--- src/rtl/mult_pipe_pkg.sv ---
// Shared constants and elaboration-time sizing helpers for the mult_pipe tree multiplier.
package mult_pipe_pkg;

  localparam int LAT = 3;

  // Number of partial-product bits landing in a given column of a width x width array.
  function automatic int pp_col_height(input int width, input int col);
    if (col < 0 || col > 2*width - 2) return 0;
    return (col < width) ? col + 1 : 2*width - 1 - col;
  endfunction

  function automatic int pp_max_height(input int width);
    int h;
    h = 0;
    for (int c = 0; c < 2*width; c++) begin
      if (pp_col_height(width, c) > h) h = pp_col_height(width, c);
    end
    return h;
  endfunction

  // Rows left after a number of 3:2 carry-save levels.
  function automatic int csa_rows(input int rows, input int levels);
    int r;
    r = rows;
    for (int i = 0; i < levels; i++) begin
      if (r > 2) r = (r / 3) * 2 + (r % 3);
    end
    return r;
  endfunction

  function automatic int csa_levels(input int rows);
    int r;
    int n;
    r = rows;
    n = 0;
    while (r > 2) begin
      r = (r / 3) * 2 + (r % 3);
      n++;
    end
    return n;
  endfunction

endpackage

--- src/rtl/mult_pipe_if.sv ---
// Valid/ready operand and product streams for mult_pipe; in_signed exists only with MULT_PIPE_SIGNED_EN.
interface mult_pipe_if #(parameter int WIDTH = 8);

  logic               in_valid;
  logic               in_ready;
  logic [WIDTH-1:0]   in_x;
  logic [WIDTH-1:0]   in_y;
`ifdef MULT_PIPE_SIGNED_EN
  logic               in_signed;
`endif
  logic               out_valid;
  logic               out_ready;
  logic [2*WIDTH-1:0] out_p;

`ifdef MULT_PIPE_SIGNED_EN
  modport master (output in_valid, in_x, in_y, in_signed, out_ready,
                  input  in_ready, out_valid, out_p);
  modport slave  (input  in_valid, in_x, in_y, in_signed, out_ready,
                  output in_ready, out_valid, out_p);
`else
  modport master (output in_valid, in_x, in_y, out_ready,
                  input  in_ready, out_valid, out_p);
  modport slave  (input  in_valid, in_x, in_y, out_ready,
                  output in_ready, out_valid, out_p);
`endif

endinterface

--- src/rtl/mult_prefix_add.sv ---
// Sklansky parallel-prefix adder, carry-in 0, sum only (carry out of the top bit is dropped).
module mult_prefix_add #(
  parameter int N = 16
) (
  input  logic [N-1:0] a_i,
  input  logic [N-1:0] b_i,
  output logic [N-1:0] sum_o
);

  localparam int L = (N > 1) ? $clog2(N) : 1;

  logic g_lv [L+1][N];
  logic p_lv [L+1][N];

  for (genvar i = 0; i < N; i++) begin : g_gp
    assign g_lv[0][i] = a_i[i] & b_i[i];
    assign p_lv[0][i] = a_i[i] ^ b_i[i];
  end

  // At level k, bits in the upper half of each 2^(k+1) block absorb the group ending just below it.
  for (genvar k = 0; k < L; k++) begin : g_lvl
    for (genvar i = 0; i < N; i++) begin : g_bit
      localparam int J = ((i >> k) << k) - 1;
      if (((i >> k) & 1) == 1) begin : g_cell
        if ((i >> (k + 1)) == 0) begin : g_grey
          assign g_lv[k+1][i] = g_lv[k][i] | (p_lv[k][i] & g_lv[k][J]);
          assign p_lv[k+1][i] = p_lv[k][i];
        end else begin : g_black
          assign g_lv[k+1][i] = g_lv[k][i] | (p_lv[k][i] & g_lv[k][J]);
          assign p_lv[k+1][i] = p_lv[k][i] & p_lv[k][J];
        end
      end else begin : g_pass
        assign g_lv[k+1][i] = g_lv[k][i];
        assign p_lv[k+1][i] = p_lv[k][i];
      end
    end
  end

  assign sum_o[0] = p_lv[0][0];
  for (genvar i = 1; i < N; i++) begin : g_sum
    assign sum_o[i] = p_lv[0][i] ^ g_lv[L][i-1];
  end

endmodule

--- src/rtl/mult_pipe.sv ---
// Three-stage pipelined tree multiplier with valid/ready streams.
// Define MULT_PIPE_SIGNED_EN to add per-transaction Baugh-Wooley signed mode.
module mult_pipe
  import mult_pipe_pkg::*;
#(
  parameter int WIDTH = 8
) (
  input  logic       clk,
  input  logic       rst_n,
  mult_pipe_if.slave bus
);

  localparam int PW = 2*WIDTH;
`ifdef MULT_PIPE_SIGNED_EN
  localparam int NROW = pp_max_height(WIDTH) + 1;
`else
  localparam int NROW = pp_max_height(WIDTH);
`endif
  localparam int NLEV = csa_levels(NROW);

  typedef struct packed {
    logic [WIDTH-1:0] x;
    logic [WIDTH-1:0] y;
`ifdef MULT_PIPE_SIGNED_EN
    logic             sgn;
`endif
  } s1_t;

  typedef struct packed {
    logic [PW-1:0] sum;
    logic [PW-1:0] carry;
  } s2_t;

  logic          v1_q, v1_d, v2_q, v2_d, v3_q, v3_d;
  s1_t           s1_q, s1_d, s1_in;
  s2_t           s2_q, s2_d;
  logic [PW-1:0] p_q, p_d;
  logic [PW-1:0] p_sum;
  logic          adv;

  assign adv           = !v3_q || bus.out_ready;
  assign bus.in_ready  = adv;
  assign bus.out_valid = v3_q;
  assign bus.out_p     = p_q;

  always_comb begin
    s1_in     = '0;
    s1_in.x   = bus.in_x;
    s1_in.y   = bus.in_y;
`ifdef MULT_PIPE_SIGNED_EN
    s1_in.sgn = bus.in_signed;
`endif
  end

  logic [WIDTH-1:0] pp_row [WIDTH];

  // Signed mode flips the cross terms that involve exactly one operand MSB.
  always_comb begin
    for (int i = 0; i < WIDTH; i++) begin
      for (int j = 0; j < WIDTH; j++) begin
        pp_row[i][j] = s1_q.x[j] & s1_q.y[i];
`ifdef MULT_PIPE_SIGNED_EN
        if (s1_q.sgn && ((i == WIDTH-1) != (j == WIDTH-1))) pp_row[i][j] = ~pp_row[i][j];
`endif
      end
    end
  end

  logic [PW-1:0] red [NLEV+1][NROW];

  for (genvar i = 0; i < WIDTH; i++) begin : g_pp
    assign red[0][i] = PW'(pp_row[i]) << i;
  end

`ifdef MULT_PIPE_SIGNED_EN
  assign red[0][WIDTH] = s1_q.sgn ? ((PW'(1) << WIDTH) | (PW'(1) << (PW-1))) : '0;
`endif

  // Each level packs rows in groups of three through a row of full adders; leftovers pass through.
  for (genvar l = 0; l < NLEV; l++) begin : g_lev
    localparam int RIN = csa_rows(NROW, l);
    localparam int NG  = RIN / 3;
    for (genvar r = 0; r < NROW; r++) begin : g_row
      if (r < 2*NG) begin : g_fa
        if ((r % 2) == 0) begin : g_s
          assign red[l+1][r] = red[l][3*(r/2)] ^ red[l][3*(r/2)+1] ^ red[l][3*(r/2)+2];
        end else begin : g_c
          assign red[l+1][r] = ((red[l][3*(r/2)]   & red[l][3*(r/2)+1]) |
                                (red[l][3*(r/2)]   & red[l][3*(r/2)+2]) |
                                (red[l][3*(r/2)+1] & red[l][3*(r/2)+2])) << 1;
        end
      end else if (r < 2*NG + (RIN % 3)) begin : g_thru
        assign red[l+1][r] = red[l][3*NG + r - 2*NG];
      end else begin : g_zero
        assign red[l+1][r] = '0;
      end
    end
  end

  mult_prefix_add #(.N(PW)) u_add (
    .a_i   (s2_q.sum),
    .b_i   (s2_q.carry),
    .sum_o (p_sum)
  );

  always_comb begin
    v1_d = v1_q;
    v2_d = v2_q;
    v3_d = v3_q;
    s1_d = s1_q;
    s2_d = s2_q;
    p_d  = p_q;
    if (adv) begin
      v1_d = bus.in_valid;
      v2_d = v1_q;
      v3_d = v2_q;
      if (bus.in_valid) s1_d = s1_in;
      if (v1_q) begin
        s2_d.sum   = red[NLEV][0];
        s2_d.carry = red[NLEV][1];
      end
      if (v2_q) p_d = p_sum;
    end
  end

  always_ff @(posedge clk or negedge rst_n) begin
    if (!rst_n) begin
      v1_q <= 1'b0;
      v2_q <= 1'b0;
      v3_q <= 1'b0;
      s1_q <= '0;
      s2_q <= '0;
      p_q  <= '0;
    end else begin
      v1_q <= v1_d;
      v2_q <= v2_d;
      v3_q <= v3_d;
      s1_q <= s1_d;
      s2_q <= s2_d;
      p_q  <= p_d;
    end
  end

endmodule

--- src/flat_wrapper.sv ---
// flat-port wrapper written by rule: the top's interface ports become plain ports
module mult_pipe_flat import mult_pipe_pkg::*;
#(
  parameter int WIDTH = 8
)
  (clk, rst_n, bus_in_valid, bus_in_x, bus_in_y, bus_out_ready, bus_in_ready, bus_out_valid, bus_out_p);
  mult_pipe_if #(.WIDTH(WIDTH)) bus_i ();
  input  logic clk;
  input  logic rst_n;
  input wire logic [$bits(bus_i.in_valid)-1:0] bus_in_valid;
  input wire logic [$bits(bus_i.in_x)-1:0] bus_in_x;
  input wire logic [$bits(bus_i.in_y)-1:0] bus_in_y;
  input wire logic [$bits(bus_i.out_ready)-1:0] bus_out_ready;
  output wire logic [$bits(bus_i.in_ready)-1:0] bus_in_ready;
  output wire logic [$bits(bus_i.out_valid)-1:0] bus_out_valid;
  output wire logic [$bits(bus_i.out_p)-1:0] bus_out_p;
  assign bus_i.in_valid = bus_in_valid;
  assign bus_i.in_x = bus_in_x;
  assign bus_i.in_y = bus_in_y;
  assign bus_i.out_ready = bus_out_ready;
  assign bus_in_ready = bus_i.in_ready;
  assign bus_out_valid = bus_i.out_valid;
  assign bus_out_p = bus_i.out_p;
  mult_pipe #(.WIDTH(WIDTH)) u_core (.clk(clk), .rst_n(rst_n), .bus(bus_i));
endmodule
--- config.mk ---
export PLATFORM = sky130hd
export DESIGN_NAME = mult_pipe_flat
export DESIGN_NICKNAME = d
export VERILOG_FILES = /design/src/rtl/mult_pipe_pkg.sv /design/src/rtl/mult_pipe_if.sv /design/src/rtl/mult_prefix_add.sv /design/src/rtl/mult_pipe.sv /design/src/flat_wrapper.sv
export SDC_FILE = /design/constraint.sdc
export NUM_CORES = 1
export LEC_CHECK = 0
export ABC_CLOCK_PERIOD_IN_PS = 5700
export CORE_MARGIN = 2
export CORE_UTILIZATION = 35
export DETAILED_ROUTE_END_ITERATION = 7
export PLACE_DENSITY = 0.55
export REMOVE_ABC_BUFFERS = 1
export SETUP_SLACK_MARGIN = 0.05
export SLEW_MARGIN = 30
export SYNTH_ARGS = -nofsm -noshare
export SYNTH_HDL_FRONTEND = slang
export SYNTH_SLANG_ARGS = --single-unit
--- constraint.sdc ---
create_clock -name clk -period 5.7 [get_ports clk]
set_input_delay 0.57 -clock clk [delete_from_list [all_inputs] [get_ports clk]]
set_output_delay 0.57 -clock clk [all_outputs]
set_load 0.01 [all_outputs]
==> reports/metrics.cfg, run 1 <==
[status]
status = completed

[die]
std_cell_rows = 39
die_h_um = 112
die_w_um = 112
design.core.area_um2 = 11400
die_area_um2 = 12600
pin_count = 38
initial_core_util_pct = 35.9

[place]
gp_congestion = 0.811
dp.final_hpwl_mm = 5.73
placed_cells = 532
numPortBuffers = 37

[pwr]
seqPwrFrac_pct = 27.0
p_clk_share_pct = 17.1
power_mw = 2.83
p_switching_mw = 1.12
sw_frac_of_total_pct = 39.4
p_leak_nw = 2.24
ir_drop_uv = 169
p_int_mw = 1.72
p_comb_share_pct = 55.9
p_per_area_nw_per_um2 = 584

[detailed_routing]
routed_wl_mm = 7.52
drt_pass1_iterations = 4
vias = 2584
via_per_inst = 4.73
final_antenna_net_count = 0
routedWlPerCell_um = 13.8
drt-initial-drc-count = 90
drcViolationCount = 0

[timing]
setup_violations = 0
min_period_ns = 3.06
grt_setup_unrepaired = false
worst_slew_pin_slew_ns = 0.777
holdWs_ns = 0.412
clock_skew_ns = 0.00476
max_freq_mhz = 327
hold_viol = 0
tns_ns = 0
slew_viol_final = 0
slew_headroom_pct = 48.2
period_share_pct = 53.6

[clock_tree]
numCtsBuffers = 9
clk_path_buf_depth = 2
numClockSinks = 61
clock_latency_ns = 0.32
cts_root_buf = clkbuf_16
htree_levels = 3
cts_resized = 0
cts_hold_buf = 0
cts_tree = built
clkTransAtPathRegs_ns = 0.05
post_cts_buffers = 0

[worst_setup_path]
worst_ep_required_time_ns = 5.91
crit_arrival_ns = 3.26
start_kind = register
r2r_start = u_core.s1_q[13]
crit_chain = nand2_1 -> fa_1 -> fa_1 -> fa_1 -> inv_1 -> fa_1 -> mux2_2
startpoint = u_core.s1_q[13]
critPathCaptureType = register
cpPeakStageDelay_ns = 0.57
rrSetupSlack_ns = 2.64
crit_top_cell = fa_1
crit_slowest_cell = fa_1
critPathMaxFanout = 9
r2r-end = u_core.s2_q[23]
worst-r2r-cell-count = 7
crit_buf_inv = 1
crit_family = adder cells
critPathKind = reg2reg

[logic_synthesis]
async_flop_share_pct = 100
synthTopCellsByArea = dfrtp_1 37%, fa_1 20%, mux2_2 11%, ha_1 7.6%, nand2_1 6.1%
yosysSeqAreaShare_pct = 37.3
syn_inst = 366
yosysTopAreaCellShare_pct = 37.3
synth_cell_type_count = 34
synth_warnings = 0
yosysMostFrequentCell = nand2_1
netlist_top_cells_count = 66 x nand2_1, 61 x dfrtp_1, 41 x mux2_2
yosysTopAreaCell = dfrtp_1
ys_ff_latch = 61
synth_area_um2 = 4090
avgSynthCellArea_um2 = 11.2
ys.flop_type = dfrtp_1
synth-edff-count = 0

[flow_run]
maxCapViolCount = 0

[finish]
fillCellCount = 1107
drive_above_1_share_pct = 14.9
instances_no_fill = 546
layout.nets = 485
diodes = 0
final_util_pct = 42.5
area_delta_synth_final_pct = 18.6

[hold_path]
hold_path_class = in2async

[global_route]
antenna_found_initial = 0
grt_busiest_layer = met2
grt_overflow = 0
grt_max_degree = 62
grtUsageMet1_pct = 18.7
grt_pass1_vias = 2711
track_usage_pct = 13.1
grt_first_pass_wirelength_mm = 13.2
use_met2_pct = 19.2
grt_util_met3_pct = 2.32

worst register-to-register path: stages, from the launching register on:
cell and delay (ns):
dfrtp_1 0.53, nand2_1 0.15, fa_1 0.57, fa_1 0.43, fa_1 0.49, inv_1 0.05, fa_1 0.46, mux2_2 0.26
per-layer routing:
layer	part of all wire (%)	wire length, µm	up-vias
li1	-	-	1269
met1	51	3810	1270
met2	44	3340	34
met3	2.8	208	11
met4	2.1	160	0
met5	0	0	-
cells by family (layout without fill, tap and decap cells):
family | Yosys count | in the layout | share of synthesized area (%)
AND/OR/NAND/NOR | 110 | 110 | 12.6
AO/OA/AOI/OAI | 36 | 36 | 6.36
adder cells (fa/ha/maj) | 65 | 65 | 27.2
flip-flops | 61 | 61 | 37.3
multiplexers | 41 | 41 | 11.3
buffers and inverters | 50 | 87 | 4.68
XOR/XNOR | 3 | 3 | 0.642
cell usage in the layout, fill, tap and decap left out, types with 2 or more instances in the layout:
| master | instances |
|---|---|
| nand2_1 | 65 |
| dfrtp_1 | 61 |
| mux2_2 | 41 |
| fa_1 | 40 |
| clkdlybuf4s50_1 | 36 |
| inv_1 | 35 |
| and2_1 | 29 |
| ha_1 | 25 |
| o21ai_0 | 11 |
| clkbuf_16 | 9 |
| a21oi_1 | 6 |
| o21a_1 | 4 |
| nor2_1 | 4 |
| a21o_1 | 2 |
| nand2b_1 | 2 |
| xor2_1 | 2 |
| a211oi_1 | 2 |
| or3_1 | 2 |
| a31oi_1 | 2 |
| nand3_1 | 2 |
| o211ai_1 | 2 |
| clkinv_2 | 2 |
| clkbuf_8 | 2 |
layout make-up:
| cell class | instances | area [µm²] | share of cell area, % |
|---|---|---|---|
| clock buffers | 12 | 256 | 5.28 |
| repair buffers | 38 | 373 | 7.68 |
| inverters | 35 | 131 | 2.71 |
| multi-input cells | 255 | 2380 | 49.0 |
| flip-flops and latches | 61 | 1530 | 31.4 |
| well taps | 143 | 179 | 3.69 |
| clock inverters | 2 | 10.0 | 0.206 |
state kept, by name, summed over array words and instances (netlist names):
register,count
u_core.s2_q,26
u_core.bus.out_p,16
u_core.s1_q,16
u_core.bus.out_valid,1
u_core.v1_q,1
u_core.v2_q,1
how the worst max path moves through the flow:
stage / slack [ns] / cells after the start / to
after CTS: 2.63 / 7 / u_core.s2_q[23]
after global routing: 2.50 / 7 / u_core.s2_q[23]
after floorplan: 2.83 / 7 / u_core.s2_q[23]
final: 2.64 / 7 / u_core.s2_q[23]
after detailed placement: 2.63 / 7 / u_core.s2_q[23]
after global placement: 2.66 / 7 / u_core.s2_q[23]
per-stage QoR:
stage | cell area [µm²] | worst slack [ns]
floorplan | 4030 | 2.83
global placement | 4590 | 2.66
detailed placement | 4590 | 2.63
CTS | 4850 | 2.63
global route | 4850 | 2.50
finish | 4850 | 2.64
power by group through the flow:
stage / sequential [mW] / clock, mW / combinational [mW]
final: 0.765 / 0.485 / 1.58
after floorplan: 0.747 / 0 / 1.16
after CTS: 0.767 / 0.502 / 1.63
after global placement: 0.767 / 0 / 1.59
after global routing: 0.794 / 0.528 / 1.85
after detailed placement: 0.774 / 0 / 1.61
(Power assumes the default switching activity.)
==> run 2: changes to the inputs <==
--- a/config.mk
+++ b/config.mk
@@ -5,7 +5,7 @@
 export SDC_FILE = /design/constraint.sdc
 export NUM_CORES = 1
 export LEC_CHECK = 0
-export ABC_CLOCK_PERIOD_IN_PS = 5700
+export ABC_CLOCK_PERIOD_IN_PS = 3100
 export CORE_MARGIN = 2
 export CORE_UTILIZATION = 35
 export DETAILED_ROUTE_END_ITERATION = 7
==> constraint.sdc (replaced) <==
create_clock -name clk -period 3.1 [get_ports clk]
set_input_delay 0.31 -clock clk [delete_from_list [all_inputs] [get_ports clk]]
set_output_delay 0.31 -clock clk [all_outputs]
set_load 0.01 [all_outputs]
==> run 2 against run 1 <==
Clock power grew 83%. Power increased by 86%. First-iteration DRC count down 22%. Largest power group unchanged. Clock skew about the same. Utilization increased by 0.66 points. Sequential power increased by 82%. Non-clock buffer count grew 9. Critical path type unchanged. Global-route usage is 0.34 points higher. Maximum frequency grew 4.1%.
==> reports/metrics.cfg, run 2 (same netlist as run 1, synthesis figures left out) <==
[detailed_routing]
drt_pass1_iterations = 4  ; unchanged
final_antenna_net_count = 0  ; unchanged
routedWlPerCell_um = 13.8  ; +0.41%
vias = 2579  ; -0.19%
drt-initial-drc-count = 70  ; -22%
drcViolationCount = 0  ; unchanged
via_per_inst = 4.64  ; -2.0%
routed_wl_mm = 7.69  ; +2.2%

[timing]
max_freq_mhz = 340  ; +4.1%
tns_ns = 0  ; unchanged
slew_viol_final = 0  ; unchanged
grt_setup_unrepaired = false
worst_slew_pin_slew_ns = 0.727  ; -0.0497 ns
setup_violations = 0  ; unchanged
clock_skew_ns = 0.00481  ; +0.0000523 ns
hold_viol = 0  ; unchanged
period_share_pct = 94.7  ; +41 points
min_period_ns = 2.94  ; -0.121 ns
finalWorstSetupSlack_ns = 0.163  ; -2.48 ns
slew_headroom_pct = 51.4  ; +3.2 points

[finish]
layout.nets = 494  ; +1.9%
final_util_pct = 43.2  ; +0.66 points
drive_above_1_share_pct = 18.4  ; +3.5 points
top_register = u_core.s2_q
area_delta_synth_final_pct = 20.4
fillCellCount = 1129  ; +2.0%
layout_commonest_cell = nand2_1
largest_register_ffs = 26  ; unchanged
final_cell_mix = 66 x nand2_1, 52 x dfrtp_1, 41 x mux2_2
fin_area_um2 = 4930  ; +1.5%
diodes = 0  ; unchanged

[hold_path]
hold_path_class = in2async

[die]
die_w_um = 112  ; unchanged
die_area_um2 = 12600  ; unchanged
initial_core_util_pct = 35.9  ; unchanged
design.core.area_um2 = 11400  ; unchanged
std_cell_rows = 39  ; unchanged
pin_count = 38  ; unchanged
die_h_um = 112  ; unchanged

[worst_setup_path]
crit_chain = nand2_1 -> fa_1 -> fa_1 -> fa_1 -> inv_1 -> fa_1 -> mux2_2
crit_buf_inv = 1  ; unchanged
crit_arrival_ns = 3.15  ; -0.11 ns
crit_family = adder cells
critPathCaptureType = register
worst_ep_required_time_ns = 3.31  ; -2.60 ns
critPathKind = reg2reg
crit_slowest_cell = fa_1
crit_top_cell = fa_1
critPathMaxFanout = 9  ; unchanged
start_kind = register
cpPeakStageDelay_ns = 0.52  ; -0.05 ns

[global_route]
grt_pass1_vias = 2752  ; +1.5%
track_usage_pct = 13.4  ; +0.34 points
antenna_found_initial = 0  ; unchanged
grt_overflow = 0  ; unchanged
grt_first_pass_wirelength_mm = 13.5  ; +2.1%
grt_max_degree = 45  ; -27%

[place]
dp.final_hpwl_mm = 6.00  ; +4.7%
dp_worst_setup_slack_ns = 0.0639  ; -2.57 ns
dpl_cell_area_um2 = 4630  ; +0.93%
numPortBuffers = 37  ; unchanged
gp_congestion = 0.865  ; +6.7%

[clock_tree]
cts_root_buf = clkbuf_16
cts_tree = built
numClockSinks = 61  ; unchanged
clkTransAtPathRegs_ns = 0.05  ; about the same
numCtsBuffers = 9  ; unchanged
clock_latency_ns = 0.33  ; about the same
htree_levels = 3  ; unchanged
clk_path_buf_depth = 2  ; unchanged

[pwr]
ir_drop_uv = 355  ; +110%
p_leak_nw = 2.27  ; +1.2%
p_per_area_nw_per_um2 = 1070  ; +83%

[flow_run]
maxCapViolCount = 0  ; unchanged

[status]
status = completed

-- run 2: changes by cell type in the layout (fill, tap and decap cells not counted) --
cell,change
clkbuf_8,-1
dfrtp_1,-9
nand2_1,+1
dfrtp_2,+9
buf_4,+8
nand2_2,-1
fa_1,-1
dlygate4sd3_1,+1
clkbuf_1,+2
fa_2,+1
-- run 2: report_power, final --
group          internal [mW]  total [mW]  switching, mW  leakage (nW)
registers               1.13        1.39          0.257         0.739
clock network          0.555       0.888          0.333         0.129
logic                   1.50        2.99           1.48          1.40
total                   3.19        5.26           2.07          2.27
-- run 2: worst paths after layout --
| check | start | to | slack, ns | cells past startpoint |
|---|---|---|---|---|
| max | u_core.s1_q[10] | u_core.s2_q[23] | 0.16 | 7 |
| min | rst_n | u_core.s2_q[30] | 0.45 | 2 |
| max reg2reg | u_core.s1_q[10] | u_core.s2_q[23] | 0.16 | 7 |
| min reg2reg | u_core.s2_q[19] | u_core.bus.out_p[3] | 0.46 | 2 |
| max in group asynchronous | rst_n | u_core.s1_q[2] | 1.70 | 3 |
| min in group clk | u_core.s2_q[19] | u_core.bus.out_p[3] | 0.46 | 2 |
-- run 2: metrics by stage --
| step | power, mW | hold slack, ns | instances |
|---|---|---|---|
| 3_5_place_dp | 4.42 | 0.278 | 538 |
| 2_1_floorplan | 3.50 | 0.0144 | 351 |
| 3_3_place_gp | 4.36 | 0.269 | 538 |
| 4_1_cts | 5.35 | 0.459 | 554 |
| 5_1_grt | 5.93 | 0.494 | 556 |
| 6_report | 5.26 | 0.449 | 556 |
-- run 2: worst register-to-register path, cell delays in order, from the launching register on --
cell,delay [ns]
dfrtp_2,0.43
nand2_1,0.10
fa_1,0.52
fa_1,0.51
fa_1,0.49
inv_1,0.05
fa_1,0.46
mux2_2,0.26
-- run 2: per-layer routing --
metal	track usage, %	share of wire, %	vias to the layer above
met2	20.2	44	42
met4	4.63	1.4	0
met3	3.73	3.7	7
met1	18.8	51	1251
li1	-	-	1279
met5	0	0	-
-- run 2: repair_timing --
| action | 4_1_cts | 5_1_grt |
|---|---|---|
| gates resized for setup | 0 | 10 |
| setup endpoints to repair | 0 | 7 |
| hold buffers | 1 | 0 |
| hold endpoints to repair | 17 | 0 |
| buffers inserted | 0 | 2 |
-- run 2: area by class of cell --
class	instances	area [µm²]	share of cell area [%]
Multi-Input combinational cell	255	2380	48.2
Sequential cell	61	1540	31.2
Timing Repair Buffer	47	443	8.98
Clock buffer	13	250	5.08
Tap cell	143	179	3.63
Inverter	35	131	2.66
Clock inverter	2	10.0	0.203
==> run 3: changes to the inputs <==
--- a/config.mk
+++ b/config.mk
@@ -5,6 +5,7 @@
 export SDC_FILE = /design/constraint.sdc
 export NUM_CORES = 1
 export LEC_CHECK = 0
+export ABC_AREA = 1
 export ABC_CLOCK_PERIOD_IN_PS = 3100
 export CORE_MARGIN = 2
 export CORE_UTILIZATION = 35
==> run 3 against run 2 <==
Highest routed layer unchanged. The run now ends with hold timing left. Critical path type unchanged. Sequential power shrank 4%. Hold slack lost 0.48 ns. Critical endpoint unchanged. Via count grew 15%. Power shrank 4.9%.
==> reports/metrics.cfg, run 3 <==
[status]
status = finished with violations
failed_checks = hold timing

[timing]
slew_headroom_pct = 64.1  ; +13 points
clock_skew_ns = 0.00798  ; +0.00317 ns
grt_setup_unrepaired = false
min_period_ns = 2.95  ; +0.00917 ns
hold_viol = 40  ; +40
finalWorstSetupSlack_ns = 0.154  ; -0.00917 ns
period_share_pct = 95.0  ; +0.30 points
max_freq_mhz = 339  ; -0.31%
setup_violations = 0  ; unchanged
holdWs_ns = -0.0316  ; -0.481 ns
worst_slew_pin_slew_ns = 0.538  ; -0.190 ns
tns_ns = 0  ; unchanged
slew_viol_final = 0  ; unchanged

[worst_setup_path]
crit_slowest_cell = fa_1
crit_buf_inv = 1  ; unchanged
worst-r2r-cell-count = 8  ; +1
cpPeakStageDelay_ns = 0.59  ; +0.07 ns
r2r_start = u_core.s1_q[13]
crit_arrival_ns = 3.21  ; +0.06 ns
critPathMaxFanout = 9  ; unchanged
crit_top_cell = fa_1
crit_chain = nand2_1 -> fa_1 -> fa_1 -> fa_1 -> inv_1 -> fa_1 -> nand2_1 -> nand2_1
critPathCaptureType = register
crit_family = adder cells
worst_ep_required_time_ns = 3.36  ; +0.05 ns
rrSetupSlack_ns = 0.15  ; about the same
critPathKind = reg2reg
start_kind = register
r2r-end = u_core.s2_q[23]

[logic_synthesis]
syn_inst = 472  ; +29%
yosysTopAreaCell = dfrtp_1
yosysMostFrequentCell = nand2_1
async_flop_share_pct = 100  ; unchanged
avgSynthCellArea_um2 = 8.93  ; -20%
synth_cell_type_count = 23  ; -32%
ys.flop_type = dfrtp_1
synth_warnings = 0  ; unchanged
synthTopCellsByArea = dfrtp_1 36%, fa_1 19%, nand2_1 15%, ha_1 7.4%, inv_1 7.1%
netlist_top_cells_count = 170 x nand2_1, 80 x inv_1, 61 x dfrtp_1
ys_ff_latch = 61  ; unchanged
yosysTopAreaCellShare_pct = 36.2  ; -1.1 points
synth-edff-count = 0  ; unchanged
yosysSeqAreaShare_pct = 36.2  ; -1.1 points
synth_area_um2 = 4220  ; +3.0%

[pwr]
p_switching_mw = 2.10  ; +1.1%
ir_drop_uv = 285  ; -20%
p_leak_nw = 2.67  ; +18%
p_int_mw = 2.91  ; -8.7%
p_comb_share_pct = 55.5  ; -1.2 points
p_clk_share_pct = 17.9  ; +1.0 points
sw_frac_of_total_pct = 41.9  ; +2.5 points
p_per_area_nw_per_um2 = 1000  ; -6.4%
seqPwrFrac_pct = 26.5  ; about the same
power_mw = 5.01  ; -4.9%

[global_route]
grt_max_degree = 43  ; -4.4%
grt_overflow = 0  ; unchanged
grt_pass1_vias = 3043  ; +11%
grt_first_pass_wirelength_mm = 14.9  ; +11%
antenna_found_initial = 0  ; unchanged
track_usage_pct = 14.7  ; +1.2 points

[finish]
layout_commonest_cell = nand2_1
final_cell_mix = 170 x nand2_1, 80 x inv_1, 57 x dfrtp_1
area_delta_synth_final_pct = 18.8
drive_above_1_share_pct = 10.0  ; -8.4 points
final_util_pct = 42.2  ; -0.95 points
instances_no_fill = 657  ; +18%
fin_area_um2 = 5010  ; +1.6%
largest_register_ffs = 26  ; unchanged
layout.nets = 592  ; +20%
diodes = 0  ; unchanged
top_register = u_core.s2_q

[detailed_routing]
final_antenna_net_count = 0  ; unchanged
vias = 2961  ; +15%
via_per_inst = 4.51  ; -2.8%
drcViolationCount = 0  ; unchanged
routedWlPerCell_um = 12.9  ; -6.9%
drt-initial-drc-count = 104  ; +49%
drt_pass1_iterations = 4  ; unchanged
routed_wl_mm = 8.45  ; +10%

[clock_tree]
clk_path_buf_depth = 2  ; unchanged
cts_hold_buf = 0  ; -1
cts_tree = built
clock_latency_ns = 0.33  ; about the same
numCtsBuffers = 9  ; unchanged
clkTransAtPathRegs_ns = 0.05  ; about the same
cts_root_buf = clkbuf_16
numClockSinks = 61  ; unchanged
htree_levels = 3  ; unchanged
post_cts_buffers = 0  ; unchanged

[place]
dpl_cell_area_um2 = 4730  ; +2.2%
numPortBuffers = 37  ; unchanged
dp_worst_setup_slack_ns = 0.149  ; +0.0851 ns
gp_congestion = 0.829  ; -4.2%
dp.final_hpwl_mm = 6.43  ; +7.2%
placed_cells = 643  ; +20%

[die]
die_h_um = 114  ; +1.4%
design.core.area_um2 = 11900  ; +3.9%
std_cell_rows = 40  ; +2.6%
initial_core_util_pct = 35.5  ; -0.32 points
pin_count = 38  ; unchanged
die_w_um = 114  ; +1.4%
die_area_um2 = 12900  ; +2.9%

[hold_path]
hold_path_class = in2async

[flow_run]
maxCapViolCount = 0  ; unchanged

## run 3: final cells by class
type | instances | area, µm²
fill | 1163 | 6850
multi-input combinational | 305 | 2270
sequential | 61 | 1530
timing repair buffer | 47 | 443
inverter | 83 | 314
clock buffer | 12 | 256
tap | 147 | 184
clock inverter | 2 | 10.0
## run 3: logic make-up (layout without fill, tap and decap cells)
family,count (synthesis),in the layout,synth area share (%)
adders and majority gates,65,65,26.4
buffers and inverters,106,144,9.94
xor gates and xnor gates,2,2,0.416
AOI/OAI and AO/OA,29,29,3.44
DFF,61,61,36.2
and+or+nand+nor,193,193,18.5
muxes,16,16,5.08
## run 3: how the worst max path moves through the flow
stage                          from               to  slack [ns]  depth (start not counted)
floorplan            u_core.s1_q[9]  u_core.s2_q[23]        0.31                          8
global placement    u_core.s1_q[13]  u_core.s2_q[23]        0.15                          8
detailed placement  u_core.s1_q[14]  u_core.s2_q[23]        0.15                          8
CTS                 u_core.s1_q[14]  u_core.s2_q[23]        0.12                          8
global route         u_core.s1_q[4]  u_core.s2_q[24]        0.05                          8
finish              u_core.s1_q[13]  u_core.s2_q[23]        0.15                          8
## run 3: timing repair
item | CTS | global route
hold endpoints to repair | 0 | 0
endpoints found under the setup margin | 0 | 6
resized for setup | 0 | 4
## run 3: power groups by stage
stage | Combinational (mW) | Clock [mW] | Sequential (mW)
floorplan | 1.95 | 0 | 1.33
CTS | 2.84 | 0.929 | 1.33
detailed placement | 2.82 | 0 | 1.34
finish | 2.78 | 0.896 | 1.33
global placement | 2.78 | 0 | 1.33
global route | 3.30 | 0.968 | 1.37
## run 3: layer usage
metal / up-vias / routed length, µm / track usage [%]
met3: 8 / 221 / 3.19
met5: - / 0 / 0
met1: 1442 / 4200 / 20.0
met4: 0 / 120 / 5.04
met2: 33 / 3910 / 23.3
li1: 1478 / - / -
